**config.mk**
```make
export PLATFORM = sky130hd
export DESIGN_NAME = axi_stream_wr_master_flat
export DESIGN_NICKNAME = d
export VERILOG_FILES = /design/src/rtl/axi_stream_wr_master_if.sv /design/src/rtl/axi_stream_wr_master.sv /design/src/flat_wrapper.sv
export SDC_FILE = /design/constraint.sdc
export NUM_CORES = 1
export LEC_CHECK = 0
export ABC_AREA = 1
export CAP_MARGIN = 20
export CORE_ASPECT_RATIO = 1.4
export CORE_MARGIN = 5
export CORE_UTILIZATION = 51
export DETAILED_ROUTE_END_ITERATION = 8
export PLACE_DENSITY = 0.88
export SYNTH_ARGS = -nofsm -noshare
export SYNTH_HDL_FRONTEND = slang
export SYNTH_SLANG_ARGS = --single-unit
```
**constraint.sdc**
```tcl
create_clock -name clk -period 7.9 [get_ports clk]
set_input_delay 0.79 -clock clk [delete_from_list [all_inputs] [get_ports clk]]
set_output_delay 0.79 -clock clk [all_outputs]
set_load 0.1 [all_outputs]
```
**src/rtl/axi_stream_wr_master_if.sv**
```systemverilog
// Bundle of command, stream and AXI4 write channels for the stream-to-AXI
// write master; master is the block's view, slave is the environment's.
interface axi_stream_wr_master_if #(
    parameter int DATA_WIDTH = 32,
    parameter int ADDR_WIDTH = 16,
    parameter int ID_WIDTH   = 8,
    parameter int LEN_WIDTH  = 16
);
    localparam int STRB_WIDTH = DATA_WIDTH / 8;

    logic [ADDR_WIDTH-1:0] cmd_addr;
    logic [LEN_WIDTH-1:0]  cmd_len;
    logic                  cmd_valid;
    logic                  cmd_ready;

    logic [DATA_WIDTH-1:0] s_axis_tdata;
    logic                  s_axis_tvalid;
    logic                  s_axis_tready;

    logic [ID_WIDTH-1:0]   m_axi_awid;
    logic [ADDR_WIDTH-1:0] m_axi_awaddr;
    logic [7:0]            m_axi_awlen;
    logic [2:0]            m_axi_awsize;
    logic [1:0]            m_axi_awburst;
    logic                  m_axi_awlock;
    logic [3:0]            m_axi_awcache;
    logic [2:0]            m_axi_awprot;
    logic                  m_axi_awvalid;
    logic                  m_axi_awready;

    logic [DATA_WIDTH-1:0] m_axi_wdata;
    logic [STRB_WIDTH-1:0] m_axi_wstrb;
    logic                  m_axi_wlast;
    logic                  m_axi_wvalid;
    logic                  m_axi_wready;

    logic [ID_WIDTH-1:0]   m_axi_bid;
    logic [1:0]            m_axi_bresp;
    logic                  m_axi_bvalid;
    logic                  m_axi_bready;

    modport master (
        input  cmd_addr, cmd_len, cmd_valid,
        output cmd_ready,
        input  s_axis_tdata, s_axis_tvalid,
        output s_axis_tready,
        output m_axi_awid, m_axi_awaddr, m_axi_awlen, m_axi_awsize,
        output m_axi_awburst, m_axi_awlock, m_axi_awcache, m_axi_awprot,
        output m_axi_awvalid,
        input  m_axi_awready,
        output m_axi_wdata, m_axi_wstrb, m_axi_wlast, m_axi_wvalid,
        input  m_axi_wready,
        input  m_axi_bid, m_axi_bresp, m_axi_bvalid,
        output m_axi_bready
    );

    modport slave (
        output cmd_addr, cmd_len, cmd_valid,
        input  cmd_ready,
        output s_axis_tdata, s_axis_tvalid,
        input  s_axis_tready,
        input  m_axi_awid, m_axi_awaddr, m_axi_awlen, m_axi_awsize,
        input  m_axi_awburst, m_axi_awlock, m_axi_awcache, m_axi_awprot,
        input  m_axi_awvalid,
        output m_axi_awready,
        input  m_axi_wdata, m_axi_wstrb, m_axi_wlast, m_axi_wvalid,
        output m_axi_wready,
        output m_axi_bid, m_axi_bresp, m_axi_bvalid,
        input  m_axi_bready
    );
endinterface

```
**src/rtl/axi_stream_wr_master.sv**
```systemverilog
// Moves an AXI-Stream into an AXI4 slave as INCR bursts that never exceed
// MAX_BURST_LEN beats nor cross a 4 KB page; one burst in flight at a time.
module axi_stream_wr_master #(
    parameter int DATA_WIDTH    = 32,
    parameter int ADDR_WIDTH    = 16,
    parameter int STRB_WIDTH    = DATA_WIDTH / 8,
    parameter int ID_WIDTH      = 8,
    parameter int AXI_ID        = 0,
    parameter int MAX_BURST_LEN = 16,
    parameter int LEN_WIDTH     = 16
) (
    input  logic                   clk,
    input  logic                   rst_n,
    axi_stream_wr_master_if.master bus,
    output logic                   busy,
    output logic                   done,
    output logic                   error
);
    localparam int SIZE = $clog2(STRB_WIDTH);
    localparam int CW   = (LEN_WIDTH > 13) ? LEN_WIDTH : 13;
    localparam logic [ADDR_WIDTH-1:0] ALIGN = ~ADDR_WIDTH'(STRB_WIDTH - 1);

    typedef enum logic [2:0] {
        S_IDLE,
        S_AW,
        S_W,
        S_B,
        S_DONE
    } state_t;

    state_t state, state_nx;

    logic [ADDR_WIDTH-1:0] cur_addr;
    logic [LEN_WIDTH-1:0]  remaining;
    logic [LEN_WIDTH-1:0]  rem_after;
    logic [ADDR_WIDTH-1:0] addr_step;
    logic [8:0]            beat_cnt;
    logic [8:0]            blen;
    logic [CW-1:0]         cap;
    logic                  error_acc;
    logic                  cmd_hs, aw_hs, w_hs, b_hs, last_beat;
    logic                  cmd_ready_c, awvalid_c, wvalid_c, wlast_c;
    logic                  tready_c, bready_c;
    logic                  unused_bid;

    // cur_addr/remaining only move on the B handshake, so blen is stable
    // from AW entry until the burst's response has been taken.
    always_comb begin
        cap = CW'((13'd4096 - {1'b0, cur_addr[11:0]}) >> SIZE);
        if (cap > CW'(MAX_BURST_LEN)) cap = CW'(MAX_BURST_LEN);
        if (CW'(remaining) < cap) cap = CW'(remaining);
        blen = cap[8:0];
    end

    assign cmd_hs    = (state == S_IDLE) && bus.cmd_valid;
    assign aw_hs     = (state == S_AW) && bus.m_axi_awready;
    assign w_hs      = (state == S_W) && bus.s_axis_tvalid && bus.m_axi_wready;
    assign b_hs      = (state == S_B) && bus.m_axi_bvalid;
    assign last_beat = (beat_cnt == blen - 9'd1);
    assign rem_after = remaining - LEN_WIDTH'(blen);
    assign addr_step = ADDR_WIDTH'(blen) << SIZE;

    always_ff @(posedge clk or negedge rst_n) begin
        if (!rst_n) state <= S_IDLE;
        else        state <= state_nx;
    end

    always_comb begin
        state_nx = state;
        unique case (state)
            S_IDLE: if (bus.cmd_valid)
                state_nx = (bus.cmd_len == '0) ? S_DONE : S_AW;
            S_AW:   if (aw_hs) state_nx = S_W;
            S_W:    if (w_hs && last_beat) state_nx = S_B;
            S_B:    if (b_hs)
                state_nx = (rem_after == '0) ? S_DONE : S_AW;
            S_DONE: state_nx = S_IDLE;
            default: state_nx = S_IDLE;
        endcase
    end

    always_ff @(posedge clk or negedge rst_n) begin
        if (!rst_n) begin
            cur_addr  <= '0;
            remaining <= '0;
            beat_cnt  <= '0;
            error_acc <= 1'b0;
        end else begin
            if (cmd_hs) begin
                cur_addr  <= bus.cmd_addr & ALIGN;
                remaining <= bus.cmd_len;
                error_acc <= 1'b0;
            end
            if (w_hs) beat_cnt <= last_beat ? 9'd0 : beat_cnt + 9'd1;
            if (b_hs) begin
                error_acc <= error_acc | (bus.m_axi_bresp != 2'b00);
                remaining <= rem_after;
                cur_addr  <= cur_addr + addr_step;
            end
        end
    end

    always_comb begin
        cmd_ready_c = 1'b0;
        awvalid_c   = 1'b0;
        wvalid_c    = 1'b0;
        wlast_c     = 1'b0;
        tready_c    = 1'b0;
        bready_c    = 1'b0;
        busy        = (state != S_IDLE);
        done        = 1'b0;
        error       = 1'b0;
        unique case (state)
            S_IDLE: cmd_ready_c = 1'b1;
            S_AW:   awvalid_c = 1'b1;
            S_W: begin
                wvalid_c = bus.s_axis_tvalid;
                tready_c = bus.m_axi_wready;
                wlast_c  = last_beat;
            end
            S_B:    bready_c = 1'b1;
            S_DONE: begin
                done  = 1'b1;
                error = error_acc;
            end
            default: ;
        endcase
    end

    assign bus.cmd_ready     = cmd_ready_c;
    assign bus.s_axis_tready = tready_c;
    assign bus.m_axi_awid    = ID_WIDTH'(AXI_ID);
    assign bus.m_axi_awaddr  = cur_addr;
    assign bus.m_axi_awlen   = 8'(blen - 9'd1);
    assign bus.m_axi_awsize  = 3'(SIZE);
    assign bus.m_axi_awburst = 2'b01;
    assign bus.m_axi_awlock  = 1'b0;
    assign bus.m_axi_awcache = 4'b0011;
    assign bus.m_axi_awprot  = 3'b000;
    assign bus.m_axi_awvalid = awvalid_c;
    assign bus.m_axi_wdata   = bus.s_axis_tdata;
    assign bus.m_axi_wstrb   = '1;
    assign bus.m_axi_wlast   = wlast_c;
    assign bus.m_axi_wvalid  = wvalid_c;
    assign bus.m_axi_bready  = bready_c;
    assign unused_bid        = ^bus.m_axi_bid;
endmodule

```
**src/flat_wrapper.sv**
```systemverilog
// flat-port wrapper written by rule: the top's interface ports become plain ports
module axi_stream_wr_master_flat 
#(
    parameter int DATA_WIDTH    = 32,
    parameter int ADDR_WIDTH    = 16,
    parameter int STRB_WIDTH    = DATA_WIDTH / 8,
    parameter int ID_WIDTH      = 8,
    parameter int AXI_ID        = 0,
    parameter int MAX_BURST_LEN = 16,
    parameter int LEN_WIDTH     = 16
)
  (clk, rst_n, busy, done, error, bus_cmd_addr, bus_cmd_len, bus_cmd_valid, bus_cmd_ready, bus_s_axis_tdata, bus_s_axis_tvalid, bus_s_axis_tready, bus_m_axi_awid, bus_m_axi_awaddr, bus_m_axi_awlen, bus_m_axi_awsize, bus_m_axi_awburst, bus_m_axi_awlock, bus_m_axi_awcache, bus_m_axi_awprot, bus_m_axi_awvalid, bus_m_axi_awready, bus_m_axi_wdata, bus_m_axi_wstrb, bus_m_axi_wlast, bus_m_axi_wvalid, bus_m_axi_wready, bus_m_axi_bid, bus_m_axi_bresp, bus_m_axi_bvalid, bus_m_axi_bready);
  axi_stream_wr_master_if #(.DATA_WIDTH(DATA_WIDTH), .ADDR_WIDTH(ADDR_WIDTH), .ID_WIDTH(ID_WIDTH), .LEN_WIDTH(LEN_WIDTH)) bus_i ();
  input  logic clk;
  input  logic rst_n;
  output logic busy;
  output logic done;
  output logic error;
  input wire logic [$bits(bus_i.cmd_addr)-1:0] bus_cmd_addr;
  input wire logic [$bits(bus_i.cmd_len)-1:0] bus_cmd_len;
  input wire logic [$bits(bus_i.cmd_valid)-1:0] bus_cmd_valid;
  output wire logic [$bits(bus_i.cmd_ready)-1:0] bus_cmd_ready;
  input wire logic [$bits(bus_i.s_axis_tdata)-1:0] bus_s_axis_tdata;
  input wire logic [$bits(bus_i.s_axis_tvalid)-1:0] bus_s_axis_tvalid;
  output wire logic [$bits(bus_i.s_axis_tready)-1:0] bus_s_axis_tready;
  output wire logic [$bits(bus_i.m_axi_awid)-1:0] bus_m_axi_awid;
  output wire logic [$bits(bus_i.m_axi_awaddr)-1:0] bus_m_axi_awaddr;
  output wire logic [$bits(bus_i.m_axi_awlen)-1:0] bus_m_axi_awlen;
  output wire logic [$bits(bus_i.m_axi_awsize)-1:0] bus_m_axi_awsize;
  output wire logic [$bits(bus_i.m_axi_awburst)-1:0] bus_m_axi_awburst;
  output wire logic [$bits(bus_i.m_axi_awlock)-1:0] bus_m_axi_awlock;
  output wire logic [$bits(bus_i.m_axi_awcache)-1:0] bus_m_axi_awcache;
  output wire logic [$bits(bus_i.m_axi_awprot)-1:0] bus_m_axi_awprot;
  output wire logic [$bits(bus_i.m_axi_awvalid)-1:0] bus_m_axi_awvalid;
  input wire logic [$bits(bus_i.m_axi_awready)-1:0] bus_m_axi_awready;
  output wire logic [$bits(bus_i.m_axi_wdata)-1:0] bus_m_axi_wdata;
  output wire logic [$bits(bus_i.m_axi_wstrb)-1:0] bus_m_axi_wstrb;
  output wire logic [$bits(bus_i.m_axi_wlast)-1:0] bus_m_axi_wlast;
  output wire logic [$bits(bus_i.m_axi_wvalid)-1:0] bus_m_axi_wvalid;
  input wire logic [$bits(bus_i.m_axi_wready)-1:0] bus_m_axi_wready;
  input wire logic [$bits(bus_i.m_axi_bid)-1:0] bus_m_axi_bid;
  input wire logic [$bits(bus_i.m_axi_bresp)-1:0] bus_m_axi_bresp;
  input wire logic [$bits(bus_i.m_axi_bvalid)-1:0] bus_m_axi_bvalid;
  output wire logic [$bits(bus_i.m_axi_bready)-1:0] bus_m_axi_bready;
  assign bus_i.cmd_addr = bus_cmd_addr;
  assign bus_i.cmd_len = bus_cmd_len;
  assign bus_i.cmd_valid = bus_cmd_valid;
  assign bus_cmd_ready = bus_i.cmd_ready;
  assign bus_i.s_axis_tdata = bus_s_axis_tdata;
  assign bus_i.s_axis_tvalid = bus_s_axis_tvalid;
  assign bus_s_axis_tready = bus_i.s_axis_tready;
  assign bus_m_axi_awid = bus_i.m_axi_awid;
  assign bus_m_axi_awaddr = bus_i.m_axi_awaddr;
  assign bus_m_axi_awlen = bus_i.m_axi_awlen;
  assign bus_m_axi_awsize = bus_i.m_axi_awsize;
  assign bus_m_axi_awburst = bus_i.m_axi_awburst;
  assign bus_m_axi_awlock = bus_i.m_axi_awlock;
  assign bus_m_axi_awcache = bus_i.m_axi_awcache;
  assign bus_m_axi_awprot = bus_i.m_axi_awprot;
  assign bus_m_axi_awvalid = bus_i.m_axi_awvalid;
  assign bus_i.m_axi_awready = bus_m_axi_awready;
  assign bus_m_axi_wdata = bus_i.m_axi_wdata;
  assign bus_m_axi_wstrb = bus_i.m_axi_wstrb;
  assign bus_m_axi_wlast = bus_i.m_axi_wlast;
  assign bus_m_axi_wvalid = bus_i.m_axi_wvalid;
  assign bus_i.m_axi_wready = bus_m_axi_wready;
  assign bus_i.m_axi_bid = bus_m_axi_bid;
  assign bus_i.m_axi_bresp = bus_m_axi_bresp;
  assign bus_i.m_axi_bvalid = bus_m_axi_bvalid;
  assign bus_m_axi_bready = bus_i.m_axi_bready;
  axi_stream_wr_master #(.DATA_WIDTH(DATA_WIDTH), .ADDR_WIDTH(ADDR_WIDTH), .STRB_WIDTH(STRB_WIDTH), .ID_WIDTH(ID_WIDTH), .AXI_ID(AXI_ID), .MAX_BURST_LEN(MAX_BURST_LEN), .LEN_WIDTH(LEN_WIDTH)) u_core (.clk(clk), .rst_n(rst_n), .bus(bus_i), .busy(busy), .done(done), .error(error));
endmodule
```
### Word level (Yosys, flattened, before mapping)

Index checks and enable logic that the tools add are counted.

| cells by class | value |
|---|---|
| $add $sub $neg | 5 |
| multiply operators | 0 |
| div/mod/pow operators | 0 |
| order comparisons | 2 |
| equality and inequality tests | 9 |
| shift operators | 0 |
| multiplexer cells | 24 |
| bitwise logic cells | 1 |
| reduce and logical (&&, ||, !) cells | 13 |

Operators with widths:

| operator | count |
|---|---|
| $mux 16 | 4 |
| $logic_not 16->1 | 2 |
| $mux 3 | 6 |
| $mux 9 | 2 |
| $add 16x11->16 | 1 |
| $lt 16x14->1 | 1 |
| $sub 16x9->16 | 1 |
| $gt 14x5->1 const B | 1 |
| $mux 14 | 1 |
| $sub 13x12->14 const A | 1 |
| $pmux 3 s4 | 1 |
| $mux 1 | 10 |
| $add 9x1->9 const B | 1 |
| $eq 9x9->1 | 1 |
| $sub 9x1->9 const B | 1 |
| $eq 3x2->1 const B | 2 |
| $logic_and 1x1->1 | 6 |
| $ne 2x1->1 const B | 2 |
| $ne 2x2->1 const B | 2 |
| $reduce_and 4->1 | 1 |
| $reduce_bool 2->1 | 2 |
| $eq 3x1->1 const B | 1 |
| $eq 3x3->1 const B | 1 |
| $logic_not 3->1 | 1 |
| other kinds (2) | 2 |

| storage, ports and cells | value |
|---|---|
| register bits after elaboration | 45 |
| bits in latches | 0 |
| bits in writable memories | 0 |
| memory bits (read-only) | 0 |
| bits of input ports | 81 |
| output and inout port bits | 90 |
| word-level logic and storage cells | 59 |
| memories | 0 |

### Depth between registers and ports, before layout

Gate-level depths: netlist of the first run.

| depth | value |
|---|---|
| word-level depth | 10 |
| depth in mapped cells | 44 |
| mapped depth without buffers | 44 |

### Worst setup path before layout of the first run

No wires, ideal clock.

| path | value |
|---|---|
| kind | register to output |
| from | register u_core.cur_addr[2], in the netlist u_core.bus.m_axi_awaddr[2] |
| to | output bus_m_axi_wlast |
| arrival time | 6.529 ns |
| data required time | 7.110 ns |
| path slack | 0.581 ns |
| cell stages (with the launch flop) | 33 |
| buffers on the path | 0 |
| path through | dfrtp_1 > inv_1 > ha_1 > nand2_1 > nand2_1 > nand2_1 > inv_1 > nand2_1 > nand2_1 > nor2_2 > nand2_1 > nor2_1 > inv_1 > ha_1 > a21oi_1 > nand2_1 > nand2_1 > nand2_1 > nand2_4 > nand2_4 > nand2_1 > nand2_2 > inv_2 > nand2_1 > nand2_1 > nand2_1 > nand2_1 > nand2_1 > nor2_1 > nand3_1 > nor2_2 > o2111ai_1 > nor2_1 |

| on the way | value |
|---|---|
| word-level cells in the longest chain between the ends | 8 |

RTL lines:

| item | RTL line | text |
|---|---|---|
| start, declared | axi_stream_wr_master.sv:33 | `logic [ADDR_WIDTH-1:0] cur_addr;` |
| start signal, assigned | axi_stream_wr_master.sv:90 | `cur_addr <= bus.cmd_addr & ALIGN;` |
| start signal, assigned | axi_stream_wr_master.sv:98 | `cur_addr <= cur_addr + addr_step;` |
| $sub 13x12->14 (*) | axi_stream_wr_master.sv:49 | `cap = CW'((13'd4096 - {1'b0, cur_addr[11:0]}) >> SIZE);` |
| $gt 14x5->1 | axi_stream_wr_master.sv:50 | `if (cap > CW'(MAX_BURST_LEN)) cap = CW'(MAX_BURST_LEN);` |
| $mux 14 (*) | axi_stream_wr_master.sv:50 |  |
| $lt 16x14->1 | axi_stream_wr_master.sv:51 | `if (CW'(remaining) < cap) cap = CW'(remaining);` |
| $mux 9 (*) | axi_stream_wr_master.sv:51 |  |
| $sub 9x1->9 (*) | axi_stream_wr_master.sv:59 | `assign last_beat = (beat_cnt == blen - 9'd1);` |
| named net bus_m_axi_awlen[0] | flat_wrapper.sv:28 | `output wire logic [$bits(bus_i.m_axi_awlen)-1:0] bus_m_axi_awlen;` |
| $eq 9x9->1 (*) | axi_stream_wr_master.sv:59 |  |
| $mux 1 (*) | axi_stream_wr_master.sv:113 | `unique case (state)` |
| end, declared | flat_wrapper.sv:38 | `output wire logic [$bits(bus_i.m_axi_wlast)-1:0] bus_m_axi_wlast;` |

Mark *: on every way through the listed nets, which the timed path passes. The rest lies on a longest branch.

### Worst setup path after layout of the first run

| path | value |
|---|---|
| from | register u_core.cur_addr[2], in the netlist u_core.bus.m_axi_awaddr[2] |
| to | output bus_m_axi_wlast |

| on the way | value |
|---|---|
| word-level cells in the longest chain between the ends | 8 |

RTL lines:

| item | RTL line |
|---|---|
| $sub 13x12->14 (*) | axi_stream_wr_master.sv:49 |
| $gt 14x5->1 | axi_stream_wr_master.sv:50 |
| $mux 14 (*) | axi_stream_wr_master.sv:50 |
| $lt 16x14->1 | axi_stream_wr_master.sv:51 |
| $mux 9 (*) | axi_stream_wr_master.sv:51 |
| $sub 9x1->9 (*) | axi_stream_wr_master.sv:59 |
| $eq 9x9->1 (*) | axi_stream_wr_master.sv:59 |
| $mux 1 (*) | axi_stream_wr_master.sv:113 |

Mark *: on every way between the ends. The rest lies on a longest branch, timed or not.

==> results.md, run 1 <==
* Design area at 5700 um^2
* Antenna Nets Post-Route at 0
* Complex-gate fraction of the synthesized area at 12.1%
* Initial core utilization at 51.4%
* Die Y at 128 um
* Root buffer cell: clkbuf_16
* Core Box Area at 9790 um^2
* Min-Delay Path Class: input port to asynchronous set/reset pin
* Cts bufs inserted at 5
* Initial antenna violation count at 0
* Via/cell ratio at 5.48
* Wirelength, routed at 13800 um
* Setup CP Type: register to output port
* Sequential area share after synthesis at 21.4%
* Buffers on Ports at 69
* Hold Vio Cnt, Final at 0
* Clock Skew at 0.00716 ns
* CP endpoint kind: output port
* Post-Synth XOR/XNOR Area at 2.09%
* Share of the synthesized area in the top cell type at 21.4%
* Slew margin rel. at 33.0%
* Post-Synth Adder-Cell Area at 5.47%
* Post-DP HPWL at 10900 um
* Synth top cells by count: nand2_1 (227), inv_1 (113), nand3_1 (66)
* DR pass1 iterations at 5
* Highest-delay cell along the critical path: clkdlybuf4s50_1
* Vias at 5334
* Cell taking the most area after synthesis: dfrtp_1
* Max cap viols at 0
* Final setup fails at 0
* H-tree depth at 2
* Worst-path clk slew at 0.06 ns
* Dpl ws at 1.47 ns
* Post-Syn Area at 5030 um^2
* Count leader, synth: nand2_1
* Final Wtd Congestion at 0.997
* CP Data Required Time at 7.11 ns
* Setup TNS at 0 ns
* Leakage at 2.95 nW
* NetSw at 1.77 mW
* # rows at 43
* Drt drc at 0
* Layout cells sized above 1 at 7.99%
* Die X at 93.9 um
* Sinks on Clock Net at 43
* Synth Register Bits at 43
* Post-CTS Hold Buffers at 0
* Largest net degree at the start of global routing at 44
* CP peak stage delay at 1.14 ns
* Synth top area cells: dfrtp_1 (21%), nand2_1 (17%), buf_4 (9.0%)
* Initial DRC Count at 358
* Layout Nets at 941
* Synthesized area per cell at 6.29 um^2
* CTS tree: built
* Worst setup SP type: register
* Crit path max fanout at 24
* Main combinational cell family by area after synthesis: simple AND/OR/NAND/NOR gates
* Critical path arrival at 6.02 ns
* Post-Synth Simple-Gate Area at 39.6%
* Post_cts resized at 0
* Async SR Flop Fraction at 100%
* FMAX at 0.147 GHz
* Setup Fix Bufs, Post-CTS at 0
* Net Sw Frac at 63.0%
* DIE AREA at 12000 um^2
* Most used DFF post-synth: dfrtp_1
* Power share of the clock group at 8.7%
* Max-slew violations at 0
* Combinational Power Share at 74.6%
* Warnings from Yosys at 0
* Finished Layout Cells at 974
* DP Cell Count at 965
* Fraction of synthesized area in multiplexers at 0%
* Dpl cell area at 5510 um^2
* RSZ-0062 raised after global routing: no
* Crit-path most repeated cell: nand2_1
* Syn Inst Count at 800
* Grt ovf at 0
* Clock latency on the worst-skew pair at 0.29 ns
* Post-route setup slack at 1.09 ns
* Clk buf depth at 2
* PwrDens at 493 nW/um^2
* Power Total at 2.81 mW
* Drt wl/cell at 14.2 um
* # IOs at 171
* Area Growth Syn to Fin at 13.3%
* Worst-Margin Slew at 1.00 ns
* Status: finished, final reports clean
* Fin crit period at 6.81 ns
* GRT Util Overall at 22.7%
* Post-synth EDFFs at 0
* Internal power at 1.04 mW
* Seq pwr share at 16.8%
* Final period util at 86.2%
* Vias in the first global route at 4984
* Crit path from: u_core.bus.m_axi_awaddr[2]$_DFFE_PN0P_
* Peak VDD IR at 0.000314 V
* Global-route wire length before repair at 22100 um
* Number of antenna diodes at 0
* Reg2Reg Launch Point: u_core.bus.m_axi_awaddr[2]$_DFFE_PN0P_
* Netlist cell types at 45
## power groups by stage
stage	logic (mW)	clock network [mW]	registers (mW)
floorplan	1.50	0	0.683
global placement	2.03	0	0.467
detailed placement	2.07	0	0.471
CTS	2.08	0.244	0.468
global route	2.28	0.254	0.485
finish	2.10	0.244	0.471
## placed cells by master, fill, tap and decap left out, drive strengths merged, types with 14 or more instances in the layout
cell / synthesis / final
nand2: 240 / 240
conb: 2 / 33
nand3: 77 / 77
nor2: 67 / 67
clkdlybuf4s50: 0 / 68
nor3: 15 / 15
o21ai: 27 / 27
dfrtp: 43 / 43
nand4: 18 / 18
inv: 122 / 122
a21oi: 25 / 25
o221ai: 14 / 14
ha: 22 / 22
## routing by layer
metal	share of wire (%)	track usage [%]
met5	0	0
met4	4.4	12.2
met3	6.7	2.53
met2	51	41.6
met1	38	25.1
## cells by family (layout without fill, tap and decap cells)
group                    Yosys count  count (layout)
flip-flops                        43              43
buffers and inverters            196             204
XOR/XNOR                          12              12
adder cells (fa/ha/maj)           22              22
AO/OA/AOI/OAI                     94              94
AND/OR/NAND/NOR                  431             431
other                              2              33
## critical path, delay by kind of cell, from the launching register on
family / cells / cell delay, ns
and+or+nand+nor: 22 / 2.58
buffers and inverters: 4 / 1.56
adders and majority gates: 2 / 0.69
DFF: 1 / 0.41
AOI/OAI and AO/OA: 2 / 0.30
xor gates and xnor gates: 1 / 0.17
## worst paths after layout
| check | end | slack [ns] | depth (start not counted) |
|---|---|---|---|
| worst max-delay path | bus_m_axi_wlast | 1.09 | 31 |
| worst min-delay path | u_core.remaining[3]$_DFFE_PN0P_ | 0.38 | 1 |
| worst max register to register | u_core.state[0]$_DFFE_PN0P_ | 2.37 | 42 |
| worst min register to register | u_core.remaining[15]$_DFFE_PN0P_ | 0.55 | 1 |
| max in group asynchronous | u_core.remaining[5]$_DFFE_PN0P_ | 7.02 | 2 |
| min in group clk | u_core.remaining[15]$_DFFE_PN0P_ | 0.55 | 1 |
## stage by stage
step / utilization (%) / hold slack (ns)
finish: 58.2 / 0.384
global route: 58.2 / 0.408
CTS: 58.0 / 0.551
detailed placement: 56.3 / 0.533
global placement: 56.3 / 0.506
floorplan: - / 0.481
## state kept, by name (all words and copies together) (netlist names)
| signal | count |
|---|---|
| u_core.remaining | 16 |
| u_core.state | 3 |
| u_core.error_acc | 1 |
| u_core.beat_cnt | 9 |
| u_core.bus.m_axi_awaddr | 14 |
## cell type report
cell class              instances  area [um^2]
fillers                       967         4090
multi-input cells             592         3100
flip-flops and latches         43         1080
repair buffers                 71          713
inverters                     125          469
well taps                     135          169
clock buffers                   5          125
clock inverters                 3         43.8
No activity file was read; power rests on OpenSTA's default activity.
==> run 2: changes to the inputs <==
==> constraint.sdc (replaced) <==
create_clock -name clk -period 7.9 [get_ports clk]
set_input_delay 1.58 -clock clk [delete_from_list [all_inputs] [get_ports clk]]
set_output_delay 1.58 -clock clk [all_outputs]
set_load 0.1 [all_outputs]
==> run 2 against run 1 <==
Compared with the run above: global-route usage is 0.38 points higher; fmax fell by 2.3%; clock skew is 0.0014 ns lower; wire length shrank 0.33%; first-iteration DRC count rose by 6.4%; sequential cell count unchanged; die area stayed put; clock-buffer cell count did not move; register-to-register slack improved by 0.10 ns; sequential power up 1%; clock power increased by 2%; critical path type unchanged.
==> results.md, run 2 (synthesis results as in run 1) <==
* Global-route wire length before repair at 22500 um (was 22100 um)
* Worst path depth at 26 (was 31)
* Leakage at 2.95 nW (about the same)
* Slew margin rel. at 33.3% (was 33.0%)
* Status: finished, final reports clean (unchanged)
* Highest-delay cell along the critical path: clkdlybuf4s50_1 (unchanged)
* Number of antenna diodes at 0 (unchanged)
* # fillers at 927 (was 967)
* Crit path from: u_core.bus.m_axi_awaddr[2]$_DFFE_PN0P_ (unchanged)
* FMAX at 0.143 GHz (was 0.147 GHz)
* Setup CP Type: register to output port (unchanged)
* Combinational Power Share at 74.3% (was 74.6%)
* Cts bufs inserted at 5 (unchanged)
* Buffers on Ports at 69 (unchanged)
* Most common library cell in the layout ignoring fill and taps: nand2_1 (unchanged)
* CP peak stage delay at 1.13 ns (was 1.14 ns)
* Worst-path clk slew at 0.07 ns (was 0.06 ns)
* Largest net degree at the start of global routing at 44 (unchanged)
* Finished Layout Cells at 974 (unchanged)
* Internal power at 1.04 mW (about the same)
* Drt wl/cell at 14.1 um (was 14.2 um)
* Root buffer cell: clkbuf_16 (unchanged)
* Max-slew violations at 0 (unchanged)
* Power share of the clock group at 8.8% (was 8.7%)
* Post-route setup slack at 0.929 ns (was 1.09 ns)
* PwrDens at 495 nW/um^2 (was 493 nW/um^2)
* Layout cells sized above 1 at 8.22% (was 7.99%)
* Grt ovf at 0 (unchanged)
* Power Total at 2.82 mW (was 2.81 mW)
* Dpl ws at 1.33 ns (was 1.47 ns)
* Initial core utilization at 51.4% (unchanged)
* CP Data Required Time at 6.32 ns (was 7.11 ns)
* Min Hold Slack at 0.549 ns (was 0.384 ns)
* Wirelength, routed at 13800 um (about the same)
* DP Cell Count at 966 (was 965)
* Critical path arrival at 5.39 ns (was 6.02 ns)
* CP endpoint kind: output port (unchanged)
* Fin crit period at 6.97 ns (was 6.81 ns)
* Crit-path leading delay family: simple AND/OR/NAND/NOR gates (unchanged)
* Setup TNS at 0 ns (unchanged)
* Clk buf depth at 2 (unchanged)
* Via/cell ratio at 5.47 (was 5.48)
* Drt drc at 0 (unchanged)
* Max cap viols at 0 (unchanged)
* Worst-Margin Slew at 0.998 ns (was 1.00 ns)
* Post_cts resized at 0 (unchanged)
* Sinks on Clock Net at 43 (unchanged)
* Antenna Nets Post-Route at 0 (unchanged)
* Setup Fix Bufs, Post-CTS at 0 (unchanged)
* Final period util at 88.2% (was 86.2%)
* Crit path max fanout at 24 (unchanged)
* Core Box Area at 9790 um^2 (unchanged)
* Die Y at 128 um (unchanged)
* Vias in the first global route at 5057 (was 4984)
* Clock latency on the worst-skew pair at 0.30 ns (was 0.29 ns)
* Min-Delay Path Class: register to register (was input port to asynchronous set/reset pin)
* Clock Skew at 0.00573 ns (was 0.00716 ns)
* DIE AREA at 12000 um^2 (unchanged)
* Most frequent cells in the layout: nand2_1 (227), inv_1 (113), clkdlybuf4s50_1 (67) (was nand2_1 (227), inv_1 (113), clkdlybuf4s50_1 (68))
* Die X at 93.9 um (unchanged)
* CTS tree: built (unchanged)
* Largest Register: u_core.remaining (unchanged)
* Final setup fails at 0 (unchanged)
* Post-layout util at 58.1% (was 58.2%)
* Seq pwr share at 16.9% (was 16.8%)
* Flop-to-flop setup slack at 2.47 ns (was 2.37 ns)
* Post-CTS Hold Buffers at 0 (unchanged)
* Reg2Reg Launch Point: u_core.bus.m_axi_awaddr[2]$_DFFE_PN0P_ (unchanged)
* Peak VDD IR at 0.000334 V (was 0.000314 V)
* Hold Vio Cnt, Final at 0 (unchanged)
* Net Sw Frac at 63.1% (was 63.0%)
* Area Growth Syn to Fin at 13.0% (was 13.3%)
* DR pass1 iterations at 7 (was 5)
* RR Endpoint: u_core.state[0]$_DFFE_PN0P_ (unchanged)
* Final Wtd Congestion at 1.01 (was 0.997)
* GRT Util Overall at 23.1% (was 22.7%)
* Dpl cell area at 5520 um^2 (was 5510 um^2)
* Initial antenna violation count at 0 (unchanged)
* Worst setup SP type: register (unchanged)
* RSZ-0062 raised after global routing: no (unchanged)
* Post-DP HPWL at 10700 um (was 10900 um)
* CP bufs+invs at 4 (unchanged)
* Crit-path most repeated cell: nand2_1 (unchanged)
* NetSw at 1.78 mW (was 1.77 mW)
* # IOs at 171 (unchanged)
* # rows at 43 (unchanged)
* Max reg flops at 16 (unchanged)
* Vias at 5323 (was 5334)
* Worst setup path endpoint: bus_m_axi_awlen[7] (was bus_m_axi_wlast)
* H-tree depth at 2 (unchanged)
* Initial DRC Count at 381 (was 358)
* Worst reg2reg path depth at 42 (unchanged)
* Design area at 5690 um^2 (was 5700 um^2)
* Layout Nets at 941 (unchanged)
## run 2: cell types whose count changed in the layout (fill, tap and decap cells not counted), sizes merged
| cell | change |
|---|---|
| buf | +1 |
| clkdlybuf4s50 | -1 |
## run 2: per-layer routing
metal	global-route usage (%)	vias to the layer above	part of all wire [%]
met5	0	-	0
met4	12.9	0	4.6
met3	3.12	58	6.4
met2	40.8	224	50
met1	26.3	2450	39
li1	-	2591	-
## run 2: worst register-to-register path, delay by kind of cell (launching register included)
family	cells	cell delay, ns
simple gates	32	3.11
fa+ha+maj	4	1.07
buf+inv	5	0.57
flops	1	0.42
compound gates	1	0.14
## run 2: worst min path at each step
stage | cells past startpoint | endpoint | startpoint | slack (ns)
2_1_floorplan | 2 | u_core.remaining[0]$_DFFE_PN0P_ | u_core.remaining[0]$_DFFE_PN0P_ | 0.48
3_3_place_gp | 1 | u_core.remaining[15]$_DFFE_PN0P_ | u_core.remaining[15]$_DFFE_PN0P_ | 0.52
3_5_place_dp | 1 | u_core.remaining[15]$_DFFE_PN0P_ | u_core.remaining[15]$_DFFE_PN0P_ | 0.53
4_1_cts | 1 | u_core.remaining[15]$_DFFE_PN0P_ | u_core.remaining[15]$_DFFE_PN0P_ | 0.55
5_1_grt | 1 | u_core.remaining[15]$_DFFE_PN0P_ | u_core.remaining[15]$_DFFE_PN0P_ | 0.57
6_report | 1 | u_core.remaining[15]$_DFFE_PN0P_ | u_core.remaining[15]$_DFFE_PN0P_ | 0.55
## run 2: cell type report
type	instances	area, um^2	area share [%]
Multi-Input combinational cell	592	3110	54.6
Sequential cell	43	1080	18.9
Timing Repair Buffer	71	698	12.3
Inverter	125	469	8.25
Tap cell	135	169	2.97
Clock buffer	5	125	2.20
Clock inverter	3	43.8	0.770
## run 2: power groups by stage
stage | Combinational, mW | Sequential [mW] | Clock, mW
5_1_grt | 2.29 | 0.488 | 0.256
3_5_place_dp | 2.06 | 0.474 | 0
6_report | 2.09 | 0.476 | 0.248
2_1_floorplan | 1.50 | 0.683 | 0
4_1_cts | 2.08 | 0.471 | 0.247
3_3_place_gp | 2.03 | 0.469 | 0
